[src/rtl/shared_cmp_arbiter_pkg.sv]
// Shared definitions for the two-requester compare/arithmetic arbiter.
package shared_cmp_arbiter_pkg;

    localparam int WIDTH = 24;

    localparam logic [1:0] OP_ADD  = 2'b00;
    localparam logic [1:0] OP_SUB  = 2'b01;
    localparam logic [1:0] OP_SLT  = 2'b10;
    localparam logic [1:0] OP_SLTU = 2'b11;

    typedef enum logic {
        ST_EMPTY = 1'b0,
        ST_FULL  = 1'b1
    } state_e;

endpackage

[src/rtl/shared_cmp_arbiter_cmp_unit.sv]
// Combinational add/sub/compare unit on a ripple-carry adder.
module shared_cmp_arbiter_cmp_unit
    import shared_cmp_arbiter_pkg::*;
#(
    parameter int W = WIDTH
) (
    input  logic [1:0]   op_i,
    input  logic [W-1:0] a_i,
    input  logic [W-1:0] b_i,
    output logic [W-1:0] result_o,
    output logic         flag_o
);

    logic [W-1:0] b_eff;
    logic [W-1:0] sum;
    logic [W:0]   carry;
    logic         cout;
    logic         ovf;
    logic         lt_s;

    always_comb begin
        b_eff    = (op_i == OP_ADD) ? b_i : ~b_i;
        sum      = '0;
        carry    = '0;
        carry[0] = (op_i != OP_ADD);
        for (int i = 0; i < W; i++) begin
            sum[i]     = a_i[i] ^ b_eff[i] ^ carry[i];
            carry[i+1] = (a_i[i] & b_eff[i]) | (carry[i] & (a_i[i] ^ b_eff[i]));
        end
    end

    // Signed less-than must fold in overflow, not just the difference sign.
    assign cout = carry[W];
    assign ovf  = (a_i[W-1] == b_eff[W-1]) & (sum[W-1] != a_i[W-1]);
    assign lt_s = sum[W-1] ^ ovf;

    always_comb begin
        result_o = sum;
        flag_o   = cout;
        unique case (op_i)
            OP_ADD, OP_SUB: begin
                result_o = sum;
                flag_o   = cout;
            end
            OP_SLT: begin
                result_o = {{(W-1){1'b0}}, lt_s};
                flag_o   = lt_s;
            end
            OP_SLTU: begin
                result_o = {{(W-1){1'b0}}, ~cout};
                flag_o   = ~cout;
            end
        endcase
    end

endmodule

[src/rtl/shared_cmp_arbiter.sv]
// Round-robin arbiter sharing one compare unit between two requesters,
// with a single registered response slot.
module shared_cmp_arbiter
    import shared_cmp_arbiter_pkg::*;
#(
    parameter int W = WIDTH
) (
    input  logic         clk_i,
    input  logic         rst_i,
    input  logic         req0_valid_i,
    output logic         req0_ready_o,
    input  logic [1:0]   req0_op_i,
    input  logic [W-1:0] req0_a_i,
    input  logic [W-1:0] req0_b_i,
    input  logic         req1_valid_i,
    output logic         req1_ready_o,
    input  logic [1:0]   req1_op_i,
    input  logic [W-1:0] req1_a_i,
    input  logic [W-1:0] req1_b_i,
    output logic         rsp_valid_o,
    input  logic         rsp_ready_i,
    output logic         rsp_id_o,
    output logic [W-1:0] rsp_data_o,
    output logic         rsp_flag_o
);

    state_e       state_q;
    logic         valid_q;
    logic         id_q;
    logic         flag_q;
    logic         ptr_q;
    logic [W-1:0] data_q;

    logic         both_v;
    logic         grant_id;
    logic         can_accept;
    logic         accept;
    logic [1:0]   op_d;
    logic [W-1:0] a_d;
    logic [W-1:0] b_d;
    logic [W-1:0] data_d;
    logic         flag_d;

    assign both_v     = req0_valid_i & req1_valid_i;
    assign grant_id   = both_v ? ptr_q : req1_valid_i;
    assign can_accept = ~rst_i & ((state_q == ST_EMPTY) | (valid_q & rsp_ready_i));

    assign req0_ready_o = can_accept & req0_valid_i & ~grant_id;
    assign req1_ready_o = can_accept & req1_valid_i & grant_id;
    assign accept       = req0_ready_o | req1_ready_o;

    assign op_d = grant_id ? req1_op_i : req0_op_i;
    assign a_d  = grant_id ? req1_a_i  : req0_a_i;
    assign b_d  = grant_id ? req1_b_i  : req0_b_i;

    shared_cmp_arbiter_cmp_unit #(.W(W)) u_cmp (
        .op_i     (op_d),
        .a_i      (a_d),
        .b_i      (b_d),
        .result_o (data_d),
        .flag_o   (flag_d)
    );

    always_ff @(posedge clk_i) begin
        if (rst_i) begin
            state_q <= ST_EMPTY;
            valid_q <= 1'b0;
            id_q    <= 1'b0;
            data_q  <= '0;
            flag_q  <= 1'b0;
            ptr_q   <= 1'b0;
        end else if (accept) begin
            // A drain on this edge is implied: the slot is reloaded.
            state_q <= ST_FULL;
            valid_q <= 1'b1;
            id_q    <= grant_id;
            data_q  <= data_d;
            flag_q  <= flag_d;
            if (both_v) begin
                ptr_q <= ~grant_id;
            end
        end else if (state_q == ST_FULL && rsp_ready_i) begin
            state_q <= ST_EMPTY;
            valid_q <= 1'b0;
        end
    end

    assign rsp_valid_o = valid_q;
    assign rsp_id_o    = id_q;
    assign rsp_data_o  = data_q;
    assign rsp_flag_o  = flag_q;

endmodule
[config.mk]
export PLATFORM = sky130hd
export DESIGN_NAME = shared_cmp_arbiter
export DESIGN_NICKNAME = d
export VERILOG_FILES = /design/src/rtl/shared_cmp_arbiter_pkg.sv /design/src/rtl/shared_cmp_arbiter_cmp_unit.sv /design/src/rtl/shared_cmp_arbiter.sv
export SDC_FILE = /design/constraint.sdc
export NUM_CORES = 1
export LEC_CHECK = 0
export ABC_AREA = 1
export BUFFER_PORTS_ARGS = -buffer_cell sky130_fd_sc_hd__buf_2
export CORE_MARGIN = 2
export CORE_UTILIZATION = 35
export CTS_CLUSTER_DIAMETER = 120
export CTS_CLUSTER_SIZE = 12
export DETAILED_ROUTE_END_ITERATION = 8
export PLACE_DENSITY = 0.75
export SLEW_MARGIN = 20
export SYNTH_ARGS = -nofsm -noshare
export SYNTH_HDL_FRONTEND = slang
export SYNTH_SLANG_ARGS = --single-unit
[constraint.sdc]
create_clock -name clk_i -period 14.9 [get_ports clk_i]
set_clock_uncertainty 0.05 [all_clocks]
set_input_delay 1.49 -clock clk_i [delete_from_list [all_inputs] [get_ports clk_i]]
set_output_delay 1.49 -clock clk_i [all_outputs]
set_load 0.02 [all_outputs]
==> flow_metrics.py, run 1 <==
metrics = {
    "cells_and_area": {
        "area_growth_pct": 28.49,
        "mostFrequentLayoutCell": "nand2_1",
        "nets": 622,
        "final_cells": 587,
        "drive_above_1_share": 0.2953,
        "final_cell_mix": "nand2_1, buf_2, dfxtp_1",
        "antenna_cells": 0,
    },
    "worst_setup_path": {
        "path_max_fanout": 54,
        "worst-r2r-setup-slack_ns": 3.05,
        "arrival_ns": 12.98,
        "critical_path.startpoint": "req0_valid_i",
        "max_stage_delay_ns": 0.45,
        "crit_top_cell": "fa_1",
        "crit-reg2reg-capture": "rsp_data_o[0]",
        "cp-endpoint": "rsp_data_o[0]",
        "critPathLaunchType": "primary input",
        "r2r_start": "ptr_q",
        "timing_worst_setup_path_type": "primary input to flop",
        "reg2reg_depth": 39,
        "cp_slowest_cell": "fa_1",
        "critical_path.endpoint_type": "flop",
        "cp_data_required_time_ns": 15.08,
    },
    "clock_network": {
        "cts_root_buf": "clkbuf_8",
        "tritoncts": "done",
        "clkTransAtPathRegs_ns": 0.10,
        "cts_hold_buf": 0,
        "cts_setup_buffers": 0,
        "cts_buffer_depth": 2,
        "clkLatencyLatePin_ns": 0.28,
        "cts_resized": 0,
        "cts-htree-levels": 1,
        "cts_num_sinks": 28,
        "tritoncts.num_buffers": 3,
    },
    "synth": {
        "synth.yosys.warnings": 0,
        "post_synthesis_adder_cell_area_fraction": 0.1873,
        "syn_area_um2": 2525,
        "synth_simple_gate_area_share": 0.3300,
        "synth_xor_area_frac": 0.07978,
        "combinational_family_with_the_most_area_after_synthesis": "simple AND/OR/NAND/NOR gates",
        "synth_nets": 504,
        "sequential_element_share_of_the_synthesized_area": 0.2220,
        "synth_compound_area_frac": 0.1060,
        "yosys.cell_types.count": 24,
        "yosys_register_bits": 28,
        "synthCells": 375,
        "synth.avg_cell_area_um2": 6.733,
        "yosys-mux-area-fraction": 0,
    },
    "power": {
        "power.leakage_nw": 1.846,
        "irDropWorstVdd_mv": 0.03514,
        "total_power_mw": 0.2705,
        "power_density_nw_per_um2": 83.38,
    },
    "global_route": {
        "grtUsageMet2": 0.3107,
        "grt_usage": 0.1741,
        "grt_start_max_net_pins": 55,
        "grt_pass1_wl_um": 10660,
        "global_route.overflow_total": 0,
        "grt_busiest_layer": "met2",
        "antenna_violations_before_repair": 0,
        "grtUsageMet1": 0.2215,
        "groute.layer.met3.usage": 0.02031,
        "grt_pass1_vias": 2452,
    },
    "timing": {
        "rsz0062_at_grt": "false",
        "post-route-min-period_ns": 12.80,
        "max_slew.worst_pin.slew_ns": 0.7021,
        "fin_hold_ws_ns": 0.4242,
        "setup_viol": 0,
        "post-route-period-util": 0.8591,
        "final-hold-violation-count": 0,
        "relSlewSlack": 0.5314,
        "setup_total_negative_slack_ns": 0,
        "post-route-worst-setup-slack_ns": 2.100,
        "maxSlewViolCount": 0,
        "fmaxAchievable_mhz": 78.13,
    },
    "floorplanning": {
        "rows": 30,
        "top_level_ports": 134,
        "fp.dieArea_um2": 7909,
        "die_x_um": 88.94,
        "core_region_area_um2": 6869,
        "start_util": 0.3676,
        "floorplan.die.height_um": 88.94,
    },
    "flow_run": {
        "number_of_max_capacitance_violations_reported": 0,
    },
    "drt": {
        "route.vias.total": 2688,
        "drtIter0Drc": 105,
        "vias_per_cell": 4.579,
        "wire_per_inst_um": 11.76,
        "ant_nets": 0,
        "dr.pass1.iters": 4,
        "remaining_drc_errors": 0,
        "routed_wl_um": 6901,
    },
    "outcome": {
        "status": "completed",
    },
    "place": {
        "pre_cts_ws_ns": 1.857,
        "portBuffers": 133,
        "dp_hpwl_um": 5516,
        "gp_congestion": 0.8636,
        "dpl.cell_count": 584,
    },
    "worst_hold_path": {
        "worst_hold_path_type": "flop to flop",
    },
}
-- critical path: cells and delay by family --
kind          cells  cell delay [ns]
buf+inv           4             0.43
xor+xnor          1             0.27
fa+ha+maj        23             9.30
simple gates     10             1.47
-- power breakdown --
part           leakage (nW)  internal [mW]  switching, mW
Clock                0.0216         0.0182         0.0241
Sequential            0.231         0.0834        0.00393
Combinational          1.59         0.0571         0.0838
Total                  1.85          0.159          0.112
-- state kept, by name (all words and copies together), names as in the netlist --
name	count
rsp_data_o	24
rsp_valid_o	1
rsp_id_o	1
ptr_q	1
rsp_flag_o	1
-- synth_stat cells --
master    number  area (µm²)
fa_1          23       460.4
nand3_1       10       50.05
dfxtp_1       28       560.5
nand2_2        2       12.51
buf_6          2       22.52
o21ai_1        2       10.01
o21a_1         1       7.510
nor2_1         4       15.01
inv_4          1       6.260
inv_2          2       7.510
buf_4          2       15.01
xor2_1        23       201.4
buf_1          2       7.510
inv_1         14       52.55
buf_2         14       70.07
and2_1         1       6.260
clkbuf_1       2       7.510
ha_1           1       12.51
nand3_4        1       17.52
a21oi_1       26       130.1
nand2_1      186       698.2
nand2_4        1       11.26
o21ai_0       24       120.1
nand3b_1       3       22.52
-- how the worst min path moves through the flow --
stage                        start        to  slack [ns]  cells after the start
after CTS                 rsp_id_o  rsp_id_o        0.43                      2
after global routing      rsp_id_o  rsp_id_o        0.47                      2
after global placement    rsp_id_o  rsp_id_o        0.40                      2
final                     rsp_id_o  rsp_id_o        0.42                      2
after floorplan              ptr_q     ptr_q        0.39                      2
after detailed placement  rsp_id_o  rsp_id_o        0.42                      2
-- final cells by class --
cell class	count	area, µm²
inverters	17	66.31
flip-flops and latches	28	560.5
repair buffers	135	680.7
clock buffers	3	41.29
multi-input cells	308	1775
fillers	735	3625
well taps	96	120.1
-- per-layer routing --
layer	vias to the layer above	routed length, µm
met2	109	3283
met4	0	114
li1	1391	-
met3	11	438
met1	1177	3065
met5	-	0
-- metrics by stage --
step                area [µm²]  utilization
floorplan                 2525            -
detailed placement        3203       0.4663
global route              3244       0.4723
CTS                       3244       0.4723
finish                    3244       0.4723
global placement          3203       0.4663
-- logic make-up after synthesis --
family / Yosys count
XOR/XNOR: 23
AND/OR/NAND/NOR: 208
flip-flops: 28
AO/OA/AOI/OAI: 53
buffers and inverters: 39
adder cells (fa/ha/maj): 24
Note: power is estimated with default switching activity, not from simulation.
==> run 2: changes to the inputs <==
--- a/config.mk
+++ b/config.mk
@@ -6,8 +6,8 @@
 export NUM_CORES = 1
 export LEC_CHECK = 0
 export ABC_AREA = 1
-export BUFFER_PORTS_ARGS = -buffer_cell sky130_fd_sc_hd__buf_2
-export CORE_MARGIN = 2
+export BUFFER_PORTS_ARGS = -buffer_cell sky130_fd_sc_hd__buf_4
+export CORE_MARGIN = 8
 export CORE_UTILIZATION = 35
 export CTS_CLUSTER_DIAMETER = 120
 export CTS_CLUSTER_SIZE = 12
==> run 2 against run 1 <==
Against the previous run: global-route usage decreased by 1.8 points; sequential power barely moved; cell count grew 0.68%.
==> flow_metrics.py, run 2 (synthesis results as in run 1) <==
metrics = {
    "cells_and_area": {
        "max_ffs_per_register": 24,
        "mostFrequentLayoutCell": "nand2_1",
        "num-fill-cells": 761,
        "final_cells": 591,
        "antenna_cells": 0,
        "final_cell_mix": "nand2_1, buf_4, dfxtp_1",
        "multi_input_area_um2": 1775,
        "utilization": 0.5060,
        "nets": 622,
        "area_growth_pct": 43.01,
        "drive_above_1_share": 0.2967,
        "layout.cell_area.non_filler_um2": 3611,
        "final-seq-area_um2": 560.5,
    },
    "timing": {
        "setup_total_negative_slack_ns": 0,
        "maxSlewViolCount": 0,
        "rsz0062_at_grt": "false",
        "post-route-period-util": 0.8464,
        "post-route-worst-setup-slack_ns": 2.288,
        "fmaxAchievable_mhz": 79.29,
        "setup_viol": 0,
        "fin_hold_ws_ns": 0.4242,
        "max_slew.worst_pin.slew_ns": 0.6006,
        "relSlewSlack": 0.5992,
        "final-hold-violation-count": 0,
        "post-route-min-period_ns": 12.61,
    },
    "drt": {
        "routed_wl_um": 8180,
        "wl_met2_um": 4270,
        "wl_met3_um": 348,
        "route.vias.total": 2651,
        "remaining_drc_errors": 0,
        "route.top_layer_used": "met4",
        "ant_nets": 0,
        "wl_met1_um": 3503,
        "dr.pass1.iters": 4,
        "wire_per_inst_um": 13.84,
        "vias_per_cell": 4.486,
        "drtIter0Drc": 122,
    },
    "worst_setup_path": {
        "r2r_start": "ptr_q",
        "crit_top_cell": "fa_1",
        "timing_worst_setup_path_type": "primary input to flop",
        "max_stage_delay_ns": 0.43,
        "cp_top_family": "adder cells",
        "arrival_ns": 12.79,
        "worst-r2r-setup-slack_ns": 3.23,
        "cp_data_required_time_ns": 15.07,
        "reg2reg_depth": 39,
        "cp_slowest_cell": "fa_1",
        "path_max_fanout": 54,
        "critical_path.endpoint_type": "flop",
        "crit-reg2reg-capture": "rsp_flag_o",
        "cp_num_buf_inv": 4,
        "critPathLaunchType": "primary input",
    },
    "clock_network": {
        "tritoncts.num_buffers": 3,
        "cts_root_buf": "clkbuf_8",
        "clkLatencyLatePin_ns": 0.27,
        "clkTransAtPathRegs_ns": 0.09,
        "cts_hold_buf": 0,
        "cts-htree-levels": 1,
        "tritoncts": "done",
        "cts_num_sinks": 28,
        "cts_resized": 0,
        "cts_setup_buffers": 0,
        "cts_buffer_depth": 2,
    },
    "global_route": {
        "grt_start_max_net_pins": 55,
        "grt_usage": 0.1557,
        "grt_pass1_vias": 2674,
        "global_route.overflow_total": 0,
        "antenna_violations_before_repair": 0,
        "grt_pass1_wl_um": 12790,
    },
    "power": {
        "total_power_mw": 0.3101,
        "power.leakage_nw": 1.956,
        "power_density_nw_per_um2": 85.88,
        "irDropWorstVdd_mv": 0.04926,
    },
    "floorplanning": {
        "core_region_area_um2": 7137,
        "start_util": 0.3538,
        "top_level_ports": 134,
        "rows": 31,
        "floorplan.die.height_um": 100.9,
        "die_x_um": 100.9,
        "fp.dieArea_um2": 10190,
    },
    "worst_hold_path": {
        "min_delay_path_depth": 2,
        "worst_hold_path_type": "flop to flop",
        "timing.hold.worst.start": "ptr_q",
        "hold_path_end": "ptr_q",
    },
    "place": {
        "pre_cts_ws_ns": 2.061,
        "gp_congestion": 0.8141,
        "dpl.cell_count": 587,
        "portBuffers": 133,
        "dp_hpwl_um": 6909,
        "postPlaceCellArea_um2": 3540,
    },
    "flow_run": {
        "number_of_max_capacitance_violations_reported": 0,
    },
    "outcome": {
        "status": "completed",
    },
}
-- run 2: changes by cell type in the layout (fill, tap and decap cells not counted), sizes merged --
cell	before	now
bufinv	0	1
-- run 2: final cells by class --
type	instances	area share
Inverter	17	0.01836
Multi-Input combinational cell	308	0.4917
Tap cell	99	0.03430
Clock inverter	1	0.008316
Sequential cell	28	0.1552
Clock buffer	3	0.01143
Timing Repair Buffer	135	0.2807
-- run 2: layer usage --
layer  vias up  track usage
met5         -            0
met4         0      0.03551
met3         4      0.01657
met2        89       0.2756
met1      1164       0.1965
li1       1394            -
-- run 2: report_power, final --
group          switching, mW  total, mW  internal, mW
combinational         0.0913      0.163        0.0720
sequential           0.00424     0.0877        0.0835
clock                 0.0231     0.0591        0.0359
total                  0.119      0.310         0.191
-- run 2: tightest hold or removal path, cell delays in order (launching register included) --
cell and delay, ns:
dfxtp_1 0.32, inv_2 0.06, a21oi_1 0.05
-- run 2: worst max path at each step --
stage               cells after the start    startpoint             to
global placement                       38  req0_valid_i     rsp_flag_o
CTS                                    38  req0_valid_i     rsp_flag_o
finish                                 38  req0_valid_i     rsp_flag_o
global route                           39  req0_valid_i     rsp_flag_o
floorplan                              39  req1_valid_i  rsp_data_o[0]
detailed placement                     38  req0_valid_i     rsp_flag_o
==> run 3: changes to the inputs <==
--- a/config.mk
+++ b/config.mk
@@ -5,14 +5,14 @@
 export SDC_FILE = /design/constraint.sdc
 export NUM_CORES = 1
 export LEC_CHECK = 0
-export ABC_AREA = 1
+export ABC_AREA = 0
 export BUFFER_PORTS_ARGS = -buffer_cell sky130_fd_sc_hd__buf_4
 export CORE_MARGIN = 8
 export CORE_UTILIZATION = 35
 export CTS_CLUSTER_DIAMETER = 120
 export CTS_CLUSTER_SIZE = 12
 export DETAILED_ROUTE_END_ITERATION = 8
-export PLACE_DENSITY = 0.75
+export PLACE_DENSITY = 0.77
 export SLEW_MARGIN = 20
 export SYNTH_ARGS = -nofsm -noshare
 export SYNTH_HDL_FRONTEND = slang
==> constraint.sdc (replaced) <==
create_clock -name clk_i -period 10.2 [get_ports clk_i]
set_clock_uncertainty 0.05 [all_clocks]
set_input_delay 1.02 -clock clk_i [delete_from_list [all_inputs] [get_ports clk_i]]
set_output_delay 1.02 -clock clk_i [all_outputs]
set_load 0.02 [all_outputs]
==> run 3 against run 2 <==
Against the previous run: the flow now finishes with violations (setup timing); combinational power is 66% higher; power up 50%; sequential power increased by 45%; critical path depth decreased by 6; cell area is 8.3% higher; non-clock buffer count rose by 18.
==> flow_metrics.py, run 3 <==
metrics = {
    "drt": {
        "wl_met3_um": 453,
        "wl_met2_um": 4220,
        "dr.pass1.iters": 4,
        "routed_wl_um": 8033,
        "remaining_drc_errors": 0,
        "route.top_layer_used": "met4",
        "wire_per_inst_um": 14.96,
        "wl_met1_um": 3242,
        "drtIter0Drc": 52,
        "ant_nets": 0,
        "route.vias.total": 2522,
        "vias_per_cell": 4.696,
    },
    "power": {
        "irDropWorstVdd_mv": 0.05072,
        "power.leakage_nw": 1.786,
        "power_density_nw_per_um2": 118.7,
        "total_power_mw": 0.4642,
    },
    "timing": {
        "final-hold-violation-count": 0,
        "maxSlewViolCount": 0,
        "post-route-min-period_ns": 10.24,
        "post-route-worst-setup-slack_ns": -0.04243,
        "setup_viol": 3,
        "fmaxAchievable_mhz": 97.63,
        "max_slew.worst_pin.slew_ns": 1.054,
        "post-route-period-util": 1.004,
        "relSlewSlack": 0.2949,
        "rsz0062_at_grt": "true",
    },
    "synth": {
        "synth_edf_count": 0,
        "post-synth-top-area-cell": "dfxtp_1",
        "yosys_register_bits": 28,
        "synthCells": 302,
        "synth.avg_cell_area_um2": 8.601,
        "syn_area_um2": 2597,
        "synth_most_common_cell": "nand2_1",
        "synth.yosys.warnings": 0,
        "yosys.cell_types.count": 39,
        "synth_area_leaders": "dfxtp_1, fa_1, nand2_1, mux2i_1, xnor2_1",
        "ys_async_sr_fraction": 0,
        "synth_nets": 431,
        "synthFlopType": "dfxtp_1",
        "synthTopCellsByCount": "nand2_1, dfxtp_1, mux2i_1, xnor2_1, fa_1",
        "sequential_element_share_of_the_synthesized_area": 0.2158,
        "synthDominantCellAreaShare": 0.2158,
    },
    "outcome": {
        "violations": "setup timing",
        "status": "finished with violations",
    },
    "clock_network": {
        "clkLatencyLatePin_ns": 0.26,
        "cts_root_buf": "clkbuf_8",
        "clkTransAtPathRegs_ns": 0.09,
        "cts_buffer_depth": 2,
        "cts-htree-levels": 1,
        "cts_num_sinks": 28,
        "tritoncts": "done",
        "tritoncts.num_buffers": 3,
    },
    "worst_setup_path": {
        "max_stage_delay_ns": 0.39,
        "cp_slowest_cell": "fa_2",
        "crit_top_cell": "fa_2",
        "cp_data_required_time_ns": 10.34,
        "path_max_fanout": 4,
        "timing_worst_setup_path_type": "primary input to flop",
        "worst-r2r-setup-slack_ns": 0.36,
        "critPathLaunchType": "primary input",
        "arrival_ns": 10.38,
        "critical_path.endpoint_type": "flop",
    },
    "flow_run": {
        "number_of_max_capacitance_violations_reported": 0,
    },
    "cells_and_area": {
        "drive_above_1_share": 0.4932,
        "max_ffs_per_register": 24,
        "area_growth_pct": 50.53,
        "num-fill-cells": 696,
        "final_cell_mix": "buf_4, nand2_1, dfxtp_1",
        "antenna_cells": 0,
        "utilization": 0.5420,
        "mostFrequentLayoutCell": "buf_4",
        "nets": 568,
    },
    "global_route": {
        "grt_usage": 0.1513,
        "global_route.overflow_total": 0,
        "grt_pass1_vias": 2680,
        "grt_pass1_wl_um": 12520,
        "grt_start_max_net_pins": 33,
        "antenna_violations_before_repair": 0,
    },
    "place": {
        "gp_congestion": 0.8561,
        "dp_hpwl_um": 7016,
        "pre_cts_ws_ns": -0.4621,
        "portBuffers": 133,
    },
    "floorplanning": {
        "core_region_area_um2": 7214,
        "fp.dieArea_um2": 10430,
        "top_level_ports": 134,
        "rows": 31,
        "floorplan.die.height_um": 102.1,
        "start_util": 0.3600,
        "die_x_um": 102.1,
    },
    "worst_hold_path": {
        "worst_hold_path_type": "flop to flop",
    },
}
run 3: per-stage QoR:
step / TNS (ns) / cell area (µm²) / cells / hold WS, ns
3_5_place_dp: -1.263 / 3817 / 532 / 0.4003
6_report: -0.07743 / 3910 / 537 / 0.4096
2_1_floorplan: -0.2083 / 2691 / 302 / 0.4434
5_1_grt: -0.8406 / 3910 / 537 / 0.4340
4_1_cts: -0.05426 / 3902 / 537 / 0.4139
3_3_place_gp: -0.9326 / 3817 / 532 / 0.3900
run 3: worst paths after layout:
path                 startpoint       endpoint  depth (start not counted)
setup / recovery   req0_valid_i  rsp_data_o[0]                         32
hold / removal    rsp_data_o[2]  rsp_data_o[2]                          2
setup reg to reg          ptr_q  rsp_data_o[0]                         31
hold reg to reg   rsp_data_o[2]  rsp_data_o[2]                          2
run 3: layout make-up:
type | instances | area (µm²) | area share
Inverter | 2 | 7.507 | 0.001920
Tap cell | 99 | 123.9 | 0.03168
Sequential cell | 28 | 560.5 | 0.1434
Timing Repair Buffer | 153 | 1156 | 0.2957
Clock buffer | 4 | 55.05 | 0.01408
Multi-Input combinational cell | 251 | 2007 | 0.5133
run 3: repair_timing:
action / CTS / global route
setup buffers: 1 / 0
setup endpoints to repair: 3 / 3
cloned: 0 / 0
hold buffers: 0 / 0
gates resized for setup: 5 / 2
pin swaps: 4 / 0
run 3: metal layers:
layer | vias to the layer above | GRT usage
met5 | - | 0
met4 | 0 | 0.04289
met3 | 8 | 0.02384
met2 | 84 | 0.2749
met1 | 1166 | 0.1777
li1 | 1264 | -
run 3: cell families after synthesis:
kind of cell               after synthesis  synth area share
xor gates and xnor gates                26           0.08767
AOI/OAI and AO/OA                       36            0.1007
adders and majority gates               24            0.1821
buffers and inverters                   23           0.05587
and+or+nand+nor                        141            0.2654
DFF                                     28            0.2158
muxes                                   24           0.09249
run 3: worst max-delay path, delay by kind of cell:
| kind | cells | cell delay [ns] |
|---|---|---|
| simple gates | 3 | 0.47 |
| fa+ha+maj | 23 | 8.11 |
| xor+xnor | 1 | 0.13 |
| buf+inv | 2 | 0.25 |
| compound gates | 3 | 0.41 |
run 3: report_power, final:
part	internal, mW	leakage (nW)	total [mW]	switching [mW]
Clock	0.0345	0.0288	0.0668	0.0324
Combinational	0.134	1.53	0.271	0.137
Sequential	0.121	0.229	0.127	0.00621
